## src/rtl/seq_player_pkg.sv

```systemverilog
// Shared types and character decoding for the sequence player.
// SEQ_PLAYER_XPROP_EN: 'X'/'x' and 'Z'/'z' decode to x/z nibbles instead of 0.
package seq_player_pkg;

   typedef enum logic [1:0] {IDLE, RUN, DONE} state_t;

   localparam logic [7:0] CH_0    = "0";
   localparam logic [7:0] CH_9    = "9";
   localparam logic [7:0] CH_UA   = "A";
   localparam logic [7:0] CH_UF   = "F";
   localparam logic [7:0] CH_LA   = "a";
   localparam logic [7:0] CH_LF   = "f";
   localparam logic [7:0] CH_USC  = "_";
   localparam logic [7:0] CH_DASH = "-";
   localparam logic [7:0] CH_UX   = "X";
   localparam logic [7:0] CH_LX   = "x";
   localparam logic [7:0] CH_UZ   = "Z";
   localparam logic [7:0] CH_LZ   = "z";

   // Returns {mask, nibble}; undefined characters give mask 0.
   function automatic logic [4:0] decode_char(input logic [7:0] ch);
      logic [4:0] r;
      r = 5'b0_0000;
      if (ch >= CH_0 && ch <= CH_9)
         r = {1'b1, 4'(ch - CH_0)};
      else if (ch >= CH_UA && ch <= CH_UF)
         r = {1'b1, 4'(ch - CH_UA + 8'd10)};
      else if (ch >= CH_LA && ch <= CH_LF)
         r = {1'b1, 4'(ch - CH_LA + 8'd10)};
      else if (ch == CH_USC)
         r = 5'b1_0000;
      else if (ch == CH_DASH)
         r = 5'b1_1111;
`ifdef SEQ_PLAYER_XPROP_EN
      else if (ch == CH_UX || ch == CH_LX)
         r = {1'b0, 4'bxxxx};
      else if (ch == CH_UZ || ch == CH_LZ)
         r = {1'b0, 4'bzzzz};
`endif
      return r;
   endfunction

endpackage

```

## src/rtl/seq_player_char_decode.sv

```systemverilog
// Combinational decoder for one sequence character into a nibble and valid bit.
// Honors SEQ_PLAYER_XPROP_EN through the package decode function.
module seq_char_decode
   import seq_player_pkg::*;
(
   input  logic [7:0] ch,
   output logic [3:0] nib,
   output logic       mask
);

   logic [4:0] res;

   assign res  = decode_char(ch);
   assign mask = res[4];
   assign nib  = res[3:0];

endmodule

```

## src/rtl/seq_player.sv

```systemverilog
// Plays a parameter-encoded ASCII hex sequence one step per cycle (one-shot or looping).
// SEQ_PLAYER_XPROP_EN selects x/z propagation for 'X'/'Z' characters.
module seq_player
   import seq_player_pkg::*;
#(
   parameter int                           WIDTH  = 4,
   parameter int                           NSTEPS = 8,
   parameter int                           LOOP   = 0,
   parameter logic [NSTEPS*WIDTH*2-1:0]    SEQ    = '0
) (
   input  logic               clock,
   input  logic               resetn,
   input  logic               start,
   input  logic               hold,
   input  logic               abort,
   output logic [WIDTH-1:0]   dout,
   output logic [WIDTH/4-1:0] dmask,
   output logic               busy,
   output logic               done
);

   localparam int NL  = WIDTH / 4;
   localparam int NCH = NSTEPS * NL;
   localparam int IW  = (NSTEPS > 1) ? $clog2(NSTEPS) : 1;
   localparam logic [IW-1:0] LAST = IW'(NSTEPS - 1);

   state_t              state_q, state_d;
   logic [IW-1:0]       idx_q, idx_d;
   logic                load, keep;
   logic [WIDTH-1:0]    dout_d;
   logic [NL-1:0]       dmask_d;
   logic [NL-1:0][7:0]  ch_sel;
   logic [NL-1:0][3:0]  dec_nib;
   logic [NL-1:0]       dec_mask;

   always_comb begin
      state_d = state_q;
      idx_d   = idx_q;
      load    = 1'b0;
      keep    = 1'b0;
      case (state_q)
         IDLE: begin
            if (start && !abort) begin
               state_d = RUN;
               idx_d   = '0;
               load    = 1'b1;
            end
         end
         RUN: begin
            if (abort) begin
               state_d = IDLE;
               idx_d   = '0;
            end else if (hold) begin
               keep = 1'b1;
            end else if (idx_q == LAST) begin
               idx_d = '0;
               if (LOOP != 0) load = 1'b1;
               else           state_d = DONE;
            end else begin
               idx_d = idx_q + 1'b1;
               load  = 1'b1;
            end
         end
         DONE:    state_d = IDLE;
         default: state_d = IDLE;
      endcase
   end

   // Decode the step about to be presented; lane j holds dout nibble j,
   // which is character NL-1-j of that step (first character is the MSB).
   for (genvar j = 0; j < NL; j++) begin : g_lane
      assign ch_sel[j] = SEQ[8*(NCH-1-(int'(idx_d)*NL + (NL-1-j))) +: 8];
      seq_char_decode u_dec (
         .ch   (ch_sel[j]),
         .nib  (dec_nib[j]),
         .mask (dec_mask[j])
      );
   end

   always_comb begin
      dout_d  = '0;
      dmask_d = '0;
      if (load) begin
         dout_d  = dec_nib;
         dmask_d = dec_mask;
      end else if (keep) begin
         dout_d  = dout;
         dmask_d = dmask;
      end
   end

   always_ff @(posedge clock or negedge resetn) begin
      if (!resetn) begin
         state_q <= IDLE;
         idx_q   <= '0;
         dout    <= '0;
         dmask   <= '0;
      end else begin
         state_q <= state_d;
         idx_q   <= idx_d;
         dout    <= dout_d;
         dmask   <= dmask_d;
      end
   end

   assign busy = (state_q == RUN);
   assign done = (state_q == DONE);

endmodule

```

## config.mk

```make
export PLATFORM = sky130hd
export DESIGN_NAME = seq_player
export DESIGN_NICKNAME = d
export VERILOG_FILES = /design/src/rtl/seq_player_pkg.sv /design/src/rtl/seq_player_char_decode.sv /design/src/rtl/seq_player.sv
export SDC_FILE = /design/constraint.sdc
export NUM_CORES = 1
export LEC_CHECK = 0
export CORE_AREA = 5 5 42 44
export CTS_BUF_LIST = sky130_fd_sc_hd__clkbuf_16
export CTS_CLUSTER_SIZE = 25
export DETAILED_ROUTE_END_ITERATION = 6
export DIE_AREA = 0 0 47 49
export PLACE_DENSITY_LB_ADDON = 0.2
export SKIP_LAST_GASP = 1
export SYNTH_ARGS = -nofsm -noshare
export SYNTH_HDL_FRONTEND = slang
export SYNTH_SLANG_ARGS = --single-unit
```

## constraint.sdc

```tcl
create_clock -name clock -period 1.4 [get_ports clock]
set_input_delay 0.14 -clock clock [delete_from_list [all_inputs] [get_ports clock]]
set_output_delay 0.14 -clock clock [all_outputs]
set_load 0.005 [all_outputs]
```

==> results.cfg, run 1 <==
[layout]
area_delta_synth_final_pct = 57.14
final_nets = 52
utilization_pct = 36.34
num_antenna_cells = 0
drive_gt1_share_pct = 29.55
final_cell_mix = conb_1 (5), dfrtp_1 (5), buf_4 (5)
fin_cells = 60

[sta]
fin_crit_sh_pct = 96.91
rsz0062_at_grt = true
fin_worst_skew_ns = 0.0004463
layout_min_cycle_time_ns = 1.357
slew_viol_final = 0
setup_viol = 0
timing.fmax_mhz = 737.0
final_hold_viol_count = 0

[synth]
synth_cells = 30
yosysWarnings = 0
synthFlopType = dfrtp_1
synth-seq-cells = 5
synth_area_per_cell_um2 = 10.80
synth-edff-count = 0
ys_seq_area_share_pct = 38.61
async_reset_ff_share_pct = 100.0
synth_area_um2 = 324.1
synth.distinct_cells = 18

[setup_path]
regToRegStartpoint = idx_q[0]
regToRegSetupSlack_ns = 0.04
critPathBufInv = 0
timing.rr.end = idx_q[0]
cp_top_family = adder cells
endpoint_kind = register
cp-start-kind = register
cp_slowest_stage_delay_ns = 0.37
path_class = reg -> reg
path_cells = ha_1, ha_2, or3_1, a21oi_2, a21o_1
reg2reg_depth = 5
worstPathArrival_ns = 1.52
cp_data_required_time_ns = 1.56
path_max_fanout = 2
cp_slowest_cell = dfrtp_1

[run]
maxCapViolations = 0

[global_routing]
grt_max_degree = 6
grt_pass1_wl_um = 1159
grt_pass1_vias = 278
overflow = 0
antenna_found_initial = 0
groute.usage.overall_pct = 7.274

[placed_design]
io_buffers = 6
dp_hpwl_um = 535.4
gp_congestion = 0.7248
dp.cells = 54

[die]
die_x_um = 47
core_area_um2 = 1401
initial_core_util_pct = 23.13
io_pins = 12
die_area_um2 = 2303
die_y_um = 49
rows = 14

[pwr]
p_per_area_nw_per_um2 = 1330
p_clk_share_pct = 67.4
power_switching_w = 0.0001199
vdd_drop_max_uv = 485.4
intPower_w = 0.0005575
leakagePower_nw = 0.2652
p_sw_share_pct = 17.69
power_w = 0.0006774
power_frac_comb_pct = 9.5
pwr-share-seq_pct = 23.1

[routing]
drt_wl_total_um = 734
antenna_left = 0
drtPass1Iterations = 3
avgRoutedWirePerCell_um = 12.23
first_iter_violations = 2
dr_total_vias = 261
avgViaCountPerCell = 4.350
remaining_drc_errors = 0

[clock_network]
clk_latency_ns = 0.22
cts_sinks = 5
cts-htree-levels = 1
cts_made_buffers = 3
cts-root-buf = clkbuf_16
path_clk_slew_ns = 0.03
cts_buffer_depth = 2
cts_tree = done

[outcome]
status = completed

[hold_path]
worstHoldPathType = in -> async
-- area by class of cell --
type                       instances  area (um2)
clock buffer                       3       75.07
tap                               16       20.02
timing repair buffer              11       98.84
fill                             145       892.1
clock inverter                     1       3.754
multi-input combinational         24       186.4
sequential                         5       125.1
-- sequential cells by signal, indices dropped and copies added (netlist names) --
name	cells
state_q	2
idx_q	3
-- layer usage --
metal	GRT usage, %	vias to the layer above	part of all wire, %
met5	0	-	0
met4	5.530	0	0
met3	3.690	0	7.5
met2	10.86	7	51
met1	7.317	131	42
li1	-	123	-
-- cell families (layout without fill, tap and decap cells) --
| family | count (synthesis) | count (layout) | synth area share (%) |
|---|---|---|---|
| AND/OR/NAND/NOR | 9 | 9 | 20.46 |
| AO/OA/AOI/OAI | 6 | 6 | 14.29 |
| flip-flops | 5 | 5 | 38.61 |
| buffers and inverters | 5 | 15 | 11.58 |
| adder cells (fa/ha/maj) | 2 | 2 | 7.721 |
| multiplexers | 2 | 2 | 6.178 |
| other | 1 | 5 | 1.157 |
-- power groups by stage --
stage          registers (W)  clock network (W)   logic, W
2_1_floorplan       0.000158                  0  0.0000368
3_3_place_gp        0.000158                  0  0.0000583
3_5_place_dp        0.000159                  0  0.0000592
4_1_cts             0.000156           0.000466  0.0000632
5_1_grt             0.000157           0.000475  0.0000712
6_report            0.000156           0.000457  0.0000643
-- through the flow --
| step | cell area [um2] | TNS (ns) | hold WS (ns) | worst slack, ns |
|---|---|---|---|---|
| after global placement | 404.1 | 0 | 0.3912 | 0.04981 |
| after global routing | 509.2 | -0.02165 | 0.1785 | -0.02165 |
| after floorplan | 339.1 | 0 | -0.1556 | 0.07194 |
| after detailed placement | 404.1 | 0 | 0.3894 | 0.02885 |
| after CTS | 496.7 | 0 | 0.1589 | 0.01814 |
| final | 509.2 | 0 | 0.1513 | 0.04324 |
-- synth_stat cells, types with 2 or more instances --
cell type	instances	area share (%)
buf_4	5	12
nor2b_1	2	3.9
mux2i_1	2	6.2
dfrtp_1	5	39
ha_1	2	7.7
o2bb2ai_1	2	5.4
-- how the worst max path moves through the flow --
stage | start | end | slack (ns) | cells after the start
floorplan | idx_q[0] | idx_q[0] | 0.07 | 5
global placement | idx_q[0] | idx_q[0] | 0.05 | 5
detailed placement | idx_q[0] | idx_q[0] | 0.03 | 5
CTS | state_q[0] | busy | 0.02 | 2
global route | idx_q[0] | idx_q[0] | -0.02 | 5
finish | idx_q[0] | idx_q[0] | 0.04 | 5
-- what timing repair did --
item | 4_1_cts | 5_1_grt
setup buffers | 2 | 0
hold buffers | 0 | 0
resized for setup | 1 | 4
endpoints found under the setup margin | 2 | 2
(Power assumes the default switching activity.)
==> run 2, diff against run 1 <==
Settings changed: ABC_CLOCK_PERIOD_IN_PS set to 1400, PLACE_DENSITY_LB_ADDON 0.2 to not set, SETUP_SLACK_MARGIN set to 0.3.
==> run 2 against run 1 <==
Clock power shrank 0.9%. Via count grew 3.4%. Combinational power grew 1%. Sequential share of layout area shrank 0.82 points. Power shrank 0.46%. Global-route usage shrank 0.41 points. Final cell count grew 3.3%. Critical endpoint unchanged.
==> results.cfg, run 2 (synthesis results as in run 1) <==
[clock_network]
cts_tree = done
cts-root-buf = clkbuf_16
clk_latency_ns = 0.22
cts_made_buffers = 3
path_clk_slew_ns = 0.03
cts_sinks = 5
cts-htree-levels = 1
cts_hold_buf = 0
cts_buffer_depth = 2

[setup_path]
cp_data_required_time_ns = 1.56
worstSetupStartpoint = idx_q[0]
cp-start-kind = register
reg2reg_depth = 5
timing.rr.end = idx_q[0]
regToRegSetupSlack_ns = 0.06
worstPathArrival_ns = 1.50
path_class = reg -> reg
endpoint_kind = register
regToRegStartpoint = idx_q[0]
path_max_fanout = 2
cp-endpoint = idx_q[0]

[pwr]
p_per_area_nw_per_um2 = 1280
vdd_drop_max_uv = 837.4
p_sw_share_pct = 17.38
power_w = 0.0006742
power_switching_w = 0.0001172
p_clk_share_pct = 67.2
pwr-share-seq_pct = 23.2
intPower_w = 0.0005570
power_frac_comb_pct = 9.7
leakagePower_nw = 0.2550

[global_routing]
overflow = 0
grt_pass1_wl_um = 1069
grt_pass1_vias = 245
grt_max_degree = 6
groute.usage.overall_pct = 6.865
antenna_found_initial = 0

[placed_design]
gp_congestion = 0.6373
dp_slack_ns = 0.07481
io_buffers = 6
dp_hpwl_um = 468.1

[sta]
hold_ws_ns = 0.1270
slew_viol_final = 0
timing.fmax_mhz = 744.4
fin_worst_skew_ns = 0.001182
fin_crit_sh_pct = 95.96
setup_viol = 0
fin_ws_ns = 0.05657
final_hold_viol_count = 0
setup_tns_ns = 0
layout_min_cycle_time_ns = 1.343
rsz0062_at_grt = true

[layout]
final_nets = 54
utilization_pct = 37.59
area_delta_synth_final_pct = 62.55
largestRegisters = idx_q: 3 flops, state_q: 2 flops
layout_commonest_cell = buf_4
final_cell_mix = buf_4 (6), conb_1 (5), dfrtp_1 (5)
max_flop_register = idx_q
largest_reg_flops = 3
drive_gt1_share_pct = 34.78
num_antenna_cells = 0

[die]
die_area_um2 = 2303
die_y_um = 49
initial_core_util_pct = 23.13
core_area_um2 = 1401
die_x_um = 47
io_pins = 12
rows = 14

[routing]
dr_total_vias = 270
avgViaCountPerCell = 4.355
first_iter_violations = 2
remaining_drc_errors = 0
avgRoutedWirePerCell_um = 10.98
drtPass1Iterations = 2
antenna_left = 0
drt_wl_total_um = 681

[hold_path]
worstHoldPathType = in -> async

[run]
maxCapViolations = 0

[outcome]
status = completed
-- run 2: changes by cell type in the layout (fill, tap and decap cells not counted), sizes merged --
cell           delta
buf               +2
clkbuf            +1
clkdlybuf4s15     +1
dlygate4sd2       -1
dlymetal6s2s      -1
-- run 2: what timing repair did --
| item | in CTS | in global routing |
|---|---|---|
| pin swaps | 0 | 1 |
| gates resized for setup | 3 | 3 |
| setup buffers | 3 | 2 |
| endpoints found under the hold margin | 0 | 0 |
| setup endpoints to repair | 6 | 6 |
-- run 2: cell type report --
| class | count | area (um2) |
|---|---|---|
| fill | 154 | 874.6 |
| tap | 16 | 20.02 |
| multi-input combinational | 24 | 191.4 |
| clock inverter | 1 | 3.754 |
| sequential | 5 | 125.1 |
| clock buffer | 3 | 75.07 |
| timing repair buffer | 13 | 111.4 |
-- run 2: power groups by stage --
stage	registers [W]	clock network, W	logic (W)
detailed placement	0.000159	0	0.0000584
finish	0.000156	0.000453	0.0000651
global route	0.000157	0.000486	0.0000719
global placement	0.000159	0	0.0000577
floorplan	0.000158	0	0.0000372
CTS	0.000156	0.000463	0.0000620
-- run 2: per-layer routing --
metal	up-vias	track usage (%)	wire [um]
met3	3	3.690	40
met5	-	0	0
met4	0	6.912	23
met1	132	7.366	252
met2	7	8.824	364
li1	128	-	-
-- run 2: worst max-delay path, stage by stage (launching register included) --
cell and delay [ns]:
dfrtp_1 0.38, ha_2 0.20, ha_4 0.15, or3_1 0.32, a21oi_2 0.13, a21o_1 0.10
-- run 2: how the worst min path moves through the flow --
stage / startpoint / cells after the start / to / slack, ns
2_1_floorplan: resetn / 0 / idx_q[0] / -0.16
3_3_place_gp: resetn / 1 / idx_q[2] / 0.37
3_5_place_dp: resetn / 1 / idx_q[1] / 0.37
4_1_cts: resetn / 1 / idx_q[1] / 0.13
5_1_grt: resetn / 1 / idx_q[1] / 0.14
6_report: resetn / 1 / idx_q[1] / 0.13
-- run 2: per-stage QoR --
| stage | std cells | instance area [um2] |
|---|---|---|
| 2_1_floorplan | 34 | 354.1 |
| 3_3_place_gp | 53 | 411.6 |
| 3_5_place_dp | 53 | 411.6 |
| 4_1_cts | 60 | 511.7 |
| 5_1_grt | 62 | 526.8 |
| 6_report | 62 | 526.8 |
==> run 3, diff against run 2 <==
Settings changed: HOLD_SLACK_MARGIN set to 0.15, SLEW_MARGIN set to 5.
==> run 3 against run 2 <==
Design area up 1.9%. Clock power about the same. Sequential power about the same. Largest power group unchanged. Critical path depth is the same. Critical path type unchanged. Register-to-register slack is essentially flat. Clock-buffer cell count is the same. Die area is the same. Combinational power increased by 3.4%. Global-route usage decreased by 0.071 points.
==> results.cfg, run 3 (synthesis results as in run 1) <==
[sta]
slew_viol_final = 0
fin_crit_sh_pct = 95.96
setup_viol = 0
fin_worst_skew_ns = 0.001250
setup_tns_ns = 0
timing.fmax_mhz = 744.4
layout_min_cycle_time_ns = 1.343
final_hold_viol_count = 0
hold_ws_ns = 0.5244
rsz0062_at_grt = true

[layout]
largestRegisters = idx_q: 3 flops, state_q: 2 flops
drive_gt1_share_pct = 34.04
multiInputGateArea_um2 = 191.4
design_area_um2 = 536.8
final_cell_mix = buf_4 (6), conb_1 (5), dfrtp_1 (5)
max_flop_register = idx_q
largest_reg_flops = 3
area_delta_synth_final_pct = 65.64
layout_commonest_cell = buf_4
num_antenna_cells = 0
final_nets = 55
regArea_um2 = 125.1
fillers = 152

[placed_design]
gp_congestion = 0.6373
io_buffers = 6
dp_hpwl_um = 468.1
post_dp_cell_area_um2 = 411.6

[setup_path]
cp_data_required_time_ns = 1.56
cp_slowest_stage_delay_ns = 0.38
path_class = reg -> reg
worstPathArrival_ns = 1.50
path_max_fanout = 2
cp_slowest_cell = dfrtp_1
cp-start-kind = register
endpoint_kind = register
path_cells = ha_2, ha_4, or3_1, a21oi_2, a21o_1

[routing]
first_iter_violations = 2
drtPass1Iterations = 2
avgViaCountPerCell = 4.349
dr_total_vias = 274
drt_wl_total_um = 685
antenna_left = 0
avgRoutedWirePerCell_um = 10.87
remaining_drc_errors = 0

[die]
initial_core_util_pct = 23.13
die_area_um2 = 2303
io_pins = 12
die_y_um = 49
die_x_um = 47
core_area_um2 = 1401
rows = 14

[hold_path]
worstHoldPathType = reg -> reg

[clock_network]
cts-root-buf = clkbuf_16
path_clk_slew_ns = 0.03
cts_made_buffers = 3
clk_latency_ns = 0.22
cts_tree = done
cts_sinks = 5
cts_buffer_depth = 2
cts-htree-levels = 1

[pwr]
p_per_area_nw_per_um2 = 1260
leakagePower_nw = 0.2592
vdd_drop_max_uv = 837.4

[global_routing]
grt_pass1_vias = 239
overflow = 0
groute.usage.overall_pct = 6.794
grt_pass1_wl_um = 1055
grt_max_degree = 6
antenna_found_initial = 0

[outcome]
status = completed

[run]
maxCapViolations = 0
==> run 3: cell types whose count changed in the layout (fill, tap and decap cells not counted) <==
cell           change
dlygate4sd3_1      +1
==> run 3: worst max-delay path: cells and delay by family (launching register included) <==
| kind | cells | cell delay, ns |
|---|---|---|
| compound gates | 2 | 0.23 |
| fa+ha+maj | 2 | 0.35 |
| flops | 1 | 0.38 |
| simple gates | 1 | 0.32 |
==> run 3: final timing paths <==
kind / start / cells after the start / slack (ns) / endpoint
setup / recovery: idx_q[0] / 5 / 0.06 / idx_q[0]
max in group asynchronous: resetn / 2 / 0.56 / idx_q[0]
min in group asynchronous: resetn / 2 / 0.67 / idx_q[1]
hold / removal: idx_q[1] / 1 / 0.52 / idx_q[1]
hold reg to reg: idx_q[1] / 1 / 0.52 / idx_q[1]
setup reg to reg: idx_q[0] / 5 / 0.06 / idx_q[0]
==> run 3: power by group <==
| group | switching (W) | total [W] | internal [W] |
|---|---|---|---|
| clock network | 0.0000843 | 0.000453 | 0.000369 |
| logic | 0.0000291 | 0.0000673 | 0.0000382 |
| registers | 0.00000437 | 0.000156 | 0.000152 |
==> run 3: stage by stage <==
step	std cells	worst slack (ns)	power [W]	utilization, %
3_3_place_gp	53	0.07612	0.0002162	29.38
4_1_cts	61	0.05307	0.0006832	37.23
6_report	63	0.05657	0.0006766	38.30
3_5_place_dp	53	0.07481	0.0002171	29.38
5_1_grt	63	0.009347	0.0007163	38.30
2_1_floorplan	34	0.1059	0.0001955	-
==> run 3: metal layers <==
layer | vias up | GRT usage [%] | share of wire (%)
met1 | 134 | 7.143 | 36
li1 | 130 | - | -
met4 | 0 | 6.912 | 3.4
met3 | 3 | 3.690 | 6.4
met5 | - | 0 | 0
met2 | 7 | 8.824 | 54
==> run 3: final cells by class <==
cell class	instances	area share (%)
Clock buffer	3	13.99
Sequential cell	5	23.31
Timing Repair Buffer	14	22.61
Tap cell	16	3.730
Clock inverter	1	0.6993
Multi-Input combinational cell	24	35.66
==> run 3: what timing repair did <==
action,4_1_cts,5_1_grt
pin swaps,0,1
endpoints found under the setup margin,6,6
hold buffers,1,0
gates resized for setup,3,3
hold endpoints to repair,5,0
buffers inserted,3,2
